==> src/rtl/decimal_keypad_pkg.sv <==
// rtl/decimal_keypad_pkg.sv - shared types and helpers for the decimal keypad debouncer
// Purpose: key vector width, FSM state type, counter width helper.
// Ports: none (package).
package decimal_keypad_pkg;

  localparam int KEY_W = 10;

  typedef enum logic {
    ST_IDLE = 1'b0,
    ST_HELD = 1'b1
  } state_t;

  // Width of a counter that must reach cycles-1; never narrower than 1 bit.
  function automatic int cnt_w(input int cycles);
    return (cycles > 2) ? $clog2(cycles) : 1;
  endfunction

endpackage

==> src/rtl/sync_2ff.sv <==
// rtl/sync_2ff.sv - two-flop synchronizer for an asynchronous vector
// Purpose: brings asynchronous lines into the clk domain.
// Ports:
//   clk   - sampling clock
//   rst_n - asynchronous active-low reset, clears both stages to 0
//   din   - asynchronous input vector
//   dout  - synchronized vector, two clk edges behind din
module sync_2ff #(
  parameter int WIDTH = 1
) (
  input  logic             clk,
  input  logic             rst_n,
  input  logic [WIDTH-1:0] din,
  output logic [WIDTH-1:0] dout
);

  logic [WIDTH-1:0] meta;

  always_ff @(posedge clk or negedge rst_n) begin
    if (!rst_n) begin
      meta <= '0;
      dout <= '0;
    end else begin
      meta <= din;
      dout <= meta;
    end
  end

endmodule

==> src/rtl/decimal_keypad_debouncer.sv <==
// rtl/decimal_keypad_debouncer.sv - synchronizes and debounces 10 decimal key lines
// Purpose: clean registered key vector plus one-cycle press/release strobes.
// Ports:
//   clk            - clock, all state changes on the rising edge
//   rst_n          - asynchronous active-low reset
//   key_raw[9:0]   - raw bouncing key lines, bit i = digit i, 1 = pressed
//   d[9:0]         - debounced key vector for the downstream encoder
//   valid          - d is nonzero
//   press          - one-cycle strobe when a key press is accepted
//   release_strobe - one-cycle strobe when d returns to zero
//                    ("release" is a reserved word, hence the longer name)
// Optional feature: define KEYPAD_AUTOREPEAT_EN to re-assert press every
// REPEAT_CYCLES cycles while a nonzero d is held unchanged.
module decimal_keypad_debouncer
  import decimal_keypad_pkg::*;
#(
  parameter int DEBOUNCE_CYCLES = 16,
  parameter int REPEAT_CYCLES   = 64
) (
  input  logic             clk,
  input  logic             rst_n,
  input  logic [KEY_W-1:0] key_raw,
  output logic [KEY_W-1:0] d,
  output logic             valid,
  output logic             press,
  output logic             release_strobe
);

  localparam int              CNT_W   = cnt_w(DEBOUNCE_CYCLES);
  localparam logic [CNT_W-1:0] CNT_MAX = CNT_W'(DEBOUNCE_CYCLES - 1);

  if (DEBOUNCE_CYCLES < 2 || REPEAT_CYCLES < 2) begin : g_param_check
    $error("decimal_keypad_debouncer: DEBOUNCE_CYCLES and REPEAT_CYCLES must be >= 2");
  end

  logic [KEY_W-1:0] s;
  logic [KEY_W-1:0] cand;
  logic [CNT_W-1:0] cnt;
  logic             accept;
  logic             repeat_due;
  state_t           state;
  state_t           state_next;
  logic             press_next;
  logic             release_next;

  sync_2ff #(.WIDTH(KEY_W)) u_sync (
    .clk   (clk),
    .rst_n (rst_n),
    .din   (key_raw),
    .dout  (s)
  );

  // Accept wins over a simultaneous change of s: the settled candidate goes
  // out first and the new value opens its window on the following edge.
  assign accept = (cnt == CNT_MAX) && (cand != d);

  always_ff @(posedge clk or negedge rst_n) begin
    if (!rst_n) begin
      cand <= '0;
      cnt  <= '0;
      d    <= '0;
    end else if (accept) begin
      d <= cand;
    end else if (s != cand) begin
      cand <= s;
      cnt  <= '0;
    end else if (cnt != CNT_MAX) begin
      cnt <= cnt + 1'b1;
    end
  end

`ifdef KEYPAD_AUTOREPEAT_EN
  localparam int              RPT_W   = cnt_w(REPEAT_CYCLES);
  localparam logic [RPT_W-1:0] RPT_MAX = RPT_W'(REPEAT_CYCLES - 1);

  logic [RPT_W-1:0] rpt;

  // Phase is zero on the edge d takes a new nonzero value, so the wrap
  // lands exactly REPEAT_CYCLES edges after the press or rollover.
  always_ff @(posedge clk or negedge rst_n) begin
    if (!rst_n) begin
      rpt <= '0;
    end else if (state != ST_HELD || accept || rpt == RPT_MAX) begin
      rpt <= '0;
    end else begin
      rpt <= rpt + 1'b1;
    end
  end

  assign repeat_due = (state == ST_HELD) && !accept && (rpt == RPT_MAX);
`else
  assign repeat_due = 1'b0;
`endif

  always_comb begin
    state_next   = state;
    press_next   = 1'b0;
    release_next = 1'b0;
    case (state)
      ST_IDLE: begin
        if (accept && cand != '0) begin
          state_next = ST_HELD;
          press_next = 1'b1;
        end
      end
      ST_HELD: begin
        if (accept) begin
          // A nonzero cand here is a rollover: d changes, no strobe.
          if (cand == '0) begin
            state_next   = ST_IDLE;
            release_next = 1'b1;
          end
        end else if (repeat_due) begin
          press_next = 1'b1;
        end
      end
      default: state_next = ST_IDLE;
    endcase
  end

  always_ff @(posedge clk or negedge rst_n) begin
    if (!rst_n) begin
      state          <= ST_IDLE;
      press          <= 1'b0;
      release_strobe <= 1'b0;
    end else begin
      state          <= state_next;
      press          <= press_next;
      release_strobe <= release_next;
    end
  end

  assign valid = |d;

endmodule
==> config.mk <==
export PLATFORM = sky130hd
export DESIGN_NAME = decimal_keypad_debouncer
export DESIGN_NICKNAME = d
export VERILOG_FILES = /design/src/rtl/decimal_keypad_pkg.sv /design/src/rtl/sync_2ff.sv /design/src/rtl/decimal_keypad_debouncer.sv
export SDC_FILE = /design/constraint.sdc
export NUM_CORES = 1
export LEC_CHECK = 0
export BUFFER_PORTS_ARGS = -buffer_cell sky130_fd_sc_hd__buf_2
export CAP_MARGIN = 20
export CELL_PAD_IN_SITES_DETAIL_PLACEMENT = 0
export CELL_PAD_IN_SITES_GLOBAL_PLACEMENT = 1
export CORE_MARGIN = 2
export CORE_UTILIZATION = 45
export DETAILED_ROUTE_END_ITERATION = 7
export PLACE_DENSITY = 0.86
export SLEW_MARGIN = 20
export SYNTH_ARGS = -nofsm -noshare
export SYNTH_HDL_FRONTEND = slang
export SYNTH_SLANG_ARGS = --single-unit
==> constraint.sdc <==
create_clock -name clk -period 2.1 [get_ports clk]
set_input_delay 0.105 -clock clk [delete_from_list [all_inputs] [get_ports clk]]
set_output_delay 0.105 -clock clk [all_outputs]
set_load 0.1 [all_outputs]
==> results of run 1 <==
==> cell usage after synthesis (all sizes together) <==
| cell type | number | area, um^2 |
|---|---|---|
| a21oi | 2 | 10.0 |
| dfrtp | 47 | 1180 |
| clkbuf | 3 | 11.3 |
| o211ai | 1 | 7.51 |
| nand3 | 4 | 20.0 |
| nor2 | 4 | 15.0 |
| nor4 | 6 | 58.8 |
| ha | 1 | 12.5 |
| or4 | 2 | 15.0 |
| inv | 1 | 3.75 |
| o22ai | 1 | 6.26 |
| nand4 | 3 | 18.8 |
| and3 | 1 | 6.26 |
| mux2i | 1 | 10.0 |
| xnor2 | 11 | 96.3 |
| mux2 | 11 | 146 |
| nor3 | 1 | 5.00 |
| buf | 1 | 20.0 |
| nand3b | 1 | 7.51 |
| o21ai | 1 | 5.00 |
| nand2 | 33 | 126 |
| xor2 | 10 | 87.6 |
==> power breakdown <==
part	internal, W	switching (W)
sequential	0.000933	0.0000264
combinational	0.0000521	0.0000398
clock	0.000299	0.000288
total	0.00128	0.000354
==> sequential cells by signal, indices dropped and copies added, names as in the netlist, named ones only <==
register        cells
cand               10
u_sync.dout        10
d                  10
u_sync.meta        10
cnt                 4
release_strobe      1
press               1
==> worst reg2reg max path: cells and delay by family, from the launching register on <==
family           cells  cell delay (ns)
AND/OR/NAND/NOR      3             0.82
multiplexers         1             0.37
XOR/XNOR             1             0.18
flip-flops           1             0.45
==> stage by stage <==
step           area, um^2  worst slack [ns]  total power, W  util, %
2_1_floorplan        1880            0.0751         0.00101        -
3_5_place_dp         2060             0.119         0.00106     51.4
6_report             2280             0.156         0.00164     56.9
5_1_grt              2280          -0.00651         0.00171     56.9
3_3_place_gp         2060             0.199         0.00105     51.4
4_1_cts              2270            0.0903         0.00166     56.8
==> what timing repair did <==
| item | 4_1_cts | 5_1_grt |
|---|---|---|
| hold buffers | 11 | 0 |
| setup endpoints to repair | 0 | 10 |
| hold endpoints to repair | 57 | 0 |
| gates resized for setup | 0 | 1 |
==> final timing paths <==
path | endpoint | slack (ns) | cells after the start
worst max-delay path | d[9] | 0.16 | 5
worst min-delay path | u_sync.dout[5] | 0.35 | 0
worst max register to register | d[9] | 0.16 | 5
worst min register to register | u_sync.dout[5] | 0.35 | 0
max in group asynchronous | d[3] | 1.26 | 3
min in group asynchronous | cnt[0] | 0.42 | 3
==> final cells by class <==
| class | instances | area share (%) |
|---|---|---|
| multi-input combinational | 94 | 29.0 |
| tap | 50 | 2.75 |
| timing repair buffer | 39 | 11.4 |
| clock buffer | 7 | 4.23 |
| clock inverter | 1 | 0.330 |
| sequential | 47 | 52.1 |
| inverter | 1 | 0.165 |
==> cell usage in the layout (no fill, tap or decap) <==
| master | synthesis | final |
|---|---|---|
| xor2_1 | 10 | 10 |
| mux2_1 | 1 | 1 |
| mux2_2 | 4 | 4 |
| dfrtp_2 | 0 | 8 |
| ha_1 | 1 | 1 |
| o21ai_0 | 1 | 1 |
| clkinvlp_4 | 0 | 1 |
| dfrtp_1 | 47 | 39 |
| and3_1 | 1 | 1 |
| dlygate4sd3_1 | 0 | 11 |
| a21oi_1 | 2 | 2 |
| nor3_1 | 1 | 1 |
| clkbuf_8 | 0 | 7 |
| nand2_4 | 0 | 1 |
| nor4_2 | 1 | 1 |
| xnor2_1 | 11 | 11 |
| nand3_1 | 4 | 4 |
| or4_1 | 2 | 2 |
| o22ai_1 | 1 | 1 |
| mux2_4 | 6 | 6 |
| nand3b_1 | 1 | 1 |
| nor4_4 | 1 | 1 |
| buf_2 | 0 | 24 |
| nand2_1 | 32 | 32 |
| inv_1 | 1 | 1 |
| buf_4 | 0 | 4 |
| nor4_1 | 4 | 4 |
| nand4_1 | 3 | 3 |
| o211ai_1 | 1 | 1 |
| mux2i_1 | 1 | 1 |
| nor2_1 | 4 | 4 |
==> logic make-up (layout without fill, tap and decap cells) <==
family | after synthesis | count (layout)
XOR/XNOR | 21 | 21
flip-flops | 47 | 47
buffers and inverters | 5 | 48
adder cells (fa/ha/maj) | 1 | 1
multiplexers | 12 | 12
AO/OA/AOI/OAI | 5 | 5
AND/OR/NAND/NOR | 55 | 55
==> layer usage <==
metal,share of wire (%),vias up,GRT usage [%],wire (um)
li1,-,573,-,-
met1,42,585,20.0,1410
met2,50,45,28.2,1690
met3,5.8,5,5.43,195
met4,1.9,0,7.50,64
met5,0,-,0,0
==> flow_summary.toml, run 1 <==
[placed_design]
place_inst = 220
portBuffers = 24
place_congestion = 0.876
hpwl_um = 2330

[power_and_ir_drop]
ir_worst_vdd_mv = 0.528
p_per_area_mw_per_mm2 = 720
power_leakage_nw = 1.11

[clock_tree]
clk_pin_slew_ns = 0.09
clkLatencyLatePin_ns = 0.30
cts_tree = "built"
cts_setup_buffers = 0
cts.htree.levels = 2
clk_path_buf_depth = 2
cts_buffers = 5
ctsRootBufferMaster = "clkbuf_8"
cts.sinks = 47

[floorplanning]
rows = 23
die_y_um = 68.4
die_area_mm2 = 0.00468
coreArea_mm2 = 0.00400
io_pins = 25
initial_core_util_pct = 46.6
die_w_um = 68.4

[worst_hold_path]
hold_class = "reg -> reg"
hp-start = "u_sync.meta[5]"

[sta]
hold_viol_final = 0
holdWs_ns = 0.347
finalCriticalPeriod_ns = 1.94
setup_viol = 0
skew_ns = 0.00991
worst_pin_slew_ns = 0.574
max_clock_freq_mhz = 514
period_share_pct = 92.6
maxSlewHeadroom_pct = 61.7
drv_slew = 0
tns_ns = 0

[grt]
antenna_found_initial = 0
grt_pass1_wl_um = 5600
overflow = 0
grt_pass1_vias = 1221
grt_max_degree = 48
track_usage_pct = 17.0

[finish]
nets = 201
n_fill_cell = 336
final-seq-area_mm2 = 0.00119
drive_gt1_share_pct = 30.2
diodes = 0
multi_input_area_um2 = 659
layout.cells.non_filler = 239
syn_to_final_growth_pct = 22.0

[route]
firstDrtPassIters = 4
drt_iter0_drc = 77
via_count = 1208
totalWireLength_um = 3360
antenna_left = 0
detail_route.wl_per_cell_um = 14.1
via_per_inst = 5.05
remaining_drc_errors = 0

[logic_synthesis]
synth-seq-cells = 47
post_synth.cell_area_avg_um2 = 12.8
ys.warnings.count = 0
yosys.area_share.simple_pct = 14.6
synthAdderAreaFrac_pct = 0.671
synth_fp_nets = 159
synth-seq-area-share_pct = 63.0
synthXorXnorAreaFrac_pct = 9.86
synth-compound-area-share_pct = 1.54
synth_top_family_by_area = "simple AND/OR/NAND/NOR gates"
yosys.cell_types.count = 27
synth_mux_area_share_pct = 8.38
syn_inst = 146
netlist_area_mm2 = 0.00187

[worst_setup_path]
cp-start-kind = "flip-flop"
slowest_delay_ns = 0.45
critPathTopFamily = "simple AND/OR/NAND/NOR gates"
crit_path_end_kind = "flip-flop"
cp_max_fo = 14
worstPathArrival_ns = 2.13
worst_path_max_delay_cell = "dfrtp_1"
cp_num_buf_inv = 0
required_ns = 2.28
worstPathCellList = "xor2_1 > nor4_1 > nand4_1 > nand2_4 > mux2_2"
worstSetupPathType = "reg -> reg"
crit_path_start = "cand[2]"
timing.rr.start = "cand[2]"

[outcome]
status = "complete, no violations"

[job]
cap_violations = 0
Power figures use the tool's default switching activity.
==> run 2, diff against run 1 <==
--- a/config.mk
+++ b/config.mk
@@ -11,6 +11,7 @@
 export CELL_PAD_IN_SITES_GLOBAL_PLACEMENT = 1
 export CORE_MARGIN = 2
 export CORE_UTILIZATION = 45
+export CTS_CLUSTER_DIAMETER = 30
 export DETAILED_ROUTE_END_ITERATION = 7
 export PLACE_DENSITY = 0.86
 export SLEW_MARGIN = 20
==> constraint.sdc (replaced) <==
create_clock -name clk -period 2.2 [get_ports clk]
set_input_delay 0.11 -clock clk [delete_from_list [all_inputs] [get_ports clk]]
set_output_delay 0.11 -clock clk [all_outputs]
set_load 0.1 [all_outputs]
==> run 2 against run 1 <==
  * Critical path depth unchanged
  * Worst hold slack improved by 0.0032 ns
  * Global-route usage increased by 0.48 points
  * Clock power decreased by 14%
  * Core utilization decreased by 1.1 points
  * Die area unchanged
  * Final cell count decreased by 1.3%
  * Sequential power decreased by 4.4%
==> flow_summary.toml, run 2 (synthesized netlist as in run 1, its figures left out) <==
[clock_tree]
clk_pin_slew_ns = 0.08
cts.sinks = 47
cts_buffers = 5
ctsRootBufferMaster = "clkbuf_8"
cts-resized-gates = 0
cts_tree = "built"
clkLatencyLatePin_ns = 0.30
cts.htree.levels = 2
clk_path_buf_depth = 2

[grt]
grt_max_degree = 48
grt_pass1_wl_um = 5780
overflow = 0
track_usage_pct = 17.5
antenna_found_initial = 0
grt_pass1_vias = 1267

[worst_setup_path]
required_ns = 2.38
cp_max_fo = 14
worstPathArrival_ns = 2.17
cp-start-kind = "flip-flop"
crit_path_end_kind = "flip-flop"
worstSetupPathType = "reg -> reg"

[route]
firstDrtPassIters = 4
remaining_drc_errors = 0
via_count = 1184
totalWireLength_um = 3420
antenna_left = 0
detail_route.wl_per_cell_um = 14.5
via_per_inst = 5.02
drt_iter0_drc = 39

[sta]
holdWs_ns = 0.350
setup_viol = 0
maxSlewHeadroom_pct = 61.3
max_clock_freq_mhz = 502
tns_ns = 0
period_share_pct = 90.6
worst_pin_slew_ns = 0.580
hold_viol_final = 0
skew_ns = 0.00430
drv_slew = 0
rsz0062_at_grt = "false"
finalCriticalPeriod_ns = 1.99

[finish]
diodes = 0
final_common_cell = "dfrtp_1"
nets = 198
final_cell_mix = "41 x dfrtp_1, 32 x nand2_1, 23 x buf_2"
syn_to_final_growth_pct = 19.7
drive_gt1_share_pct = 28.0

[placed_design]
portBuffers = 24
place_congestion = 0.824
hpwl_um = 2320

[power_and_ir_drop]
p_per_area_mw_per_mm2 = 675
power_leakage_nw = 1.09
ir_worst_vdd_mv = 0.531

[floorplanning]
die_w_um = 68.4
die_area_mm2 = 0.00468
initial_core_util_pct = 46.6
coreArea_mm2 = 0.00400
die_y_um = 68.4
io_pins = 25
rows = 23

[worst_hold_path]
hold_class = "in -> async"

[job]
cap_violations = 0

[outcome]
status = "complete, no violations"
-- run 2: cell types whose count changed in the layout (fill, tap and decap cells not counted), sizes merged --
cell and delta:
clkinvlp +1, clkinv +1, clkbuf -2, buf -3
-- run 2: layer usage --
metal	global-route usage [%]	vias to the layer above	share of wire (%)
li1	-	566	-
met1	19.5	592	42
met2	31.6	20	53
met3	4.93	6	3.2
met4	6.00	0	1.4
met5	0	-	0
-- run 2: what timing repair did --
item | in CTS | in global routing
buffers inserted | 0 | 0
hold endpoints to repair | 10 | 47
hold buffers | 10 | 1
-- run 2: final cells by class --
type	instances	area [um^2]
Fill cell	331	1770
Timing Repair Buffer	36	240
Multi-Input combinational cell	94	654
Inverter	1	3.75
Clock buffer	5	68.8
Clock inverter	3	20.0
Tap cell	50	62.6
Sequential cell	47	1180
-- run 2: final timing paths --
| kind | start | slack (ns) | endpoint | depth (start not counted) |
|---|---|---|---|---|
| max reg2reg | cand[9] | 0.21 | d[9] | 5 |
| max in group asynchronous | rst_n | 1.41 | d[9] | 2 |
| max | cand[9] | 0.21 | d[9] | 5 |
| min reg2reg | u_sync.meta[8] | 0.35 | u_sync.dout[8] | 0 |
| min | rst_n | 0.35 | press | 2 |
| min in group clk | u_sync.meta[8] | 0.35 | u_sync.dout[8] | 0 |
-- run 2: critical path, stage by stage (launching register included) --
cell	delay (ns)
dfrtp_1	0.44
xor2_1	0.18
nor4_1	0.31
nand4_1	0.20
nand2_2	0.36
mux2_2	0.39
-- run 2: power breakdown --
part | internal (W) | leakage, nW | total [W] | switching (W)
combinational | 0.0000469 | 0.472 | 0.0000832 | 0.0000363
sequential | 0.000891 | 0.577 | 0.000918 | 0.0000270
clock | 0.000221 | 0.0402 | 0.000507 | 0.000286
-- run 2: per-stage QoR --
stage	worst slack [ns]	utilization [%]	total power, W	instances	area, um^2
floorplan	0.0466	-	0.000965	146	1870
global placement	0.284	50.8	0.00100	217	2030
detailed placement	0.216	50.8	0.00100	217	2030
CTS	0.200	55.5	0.00152	235	2220
global route	0.0596	55.8	0.00157	236	2230
finish	0.207	55.8	0.00151	236	2230
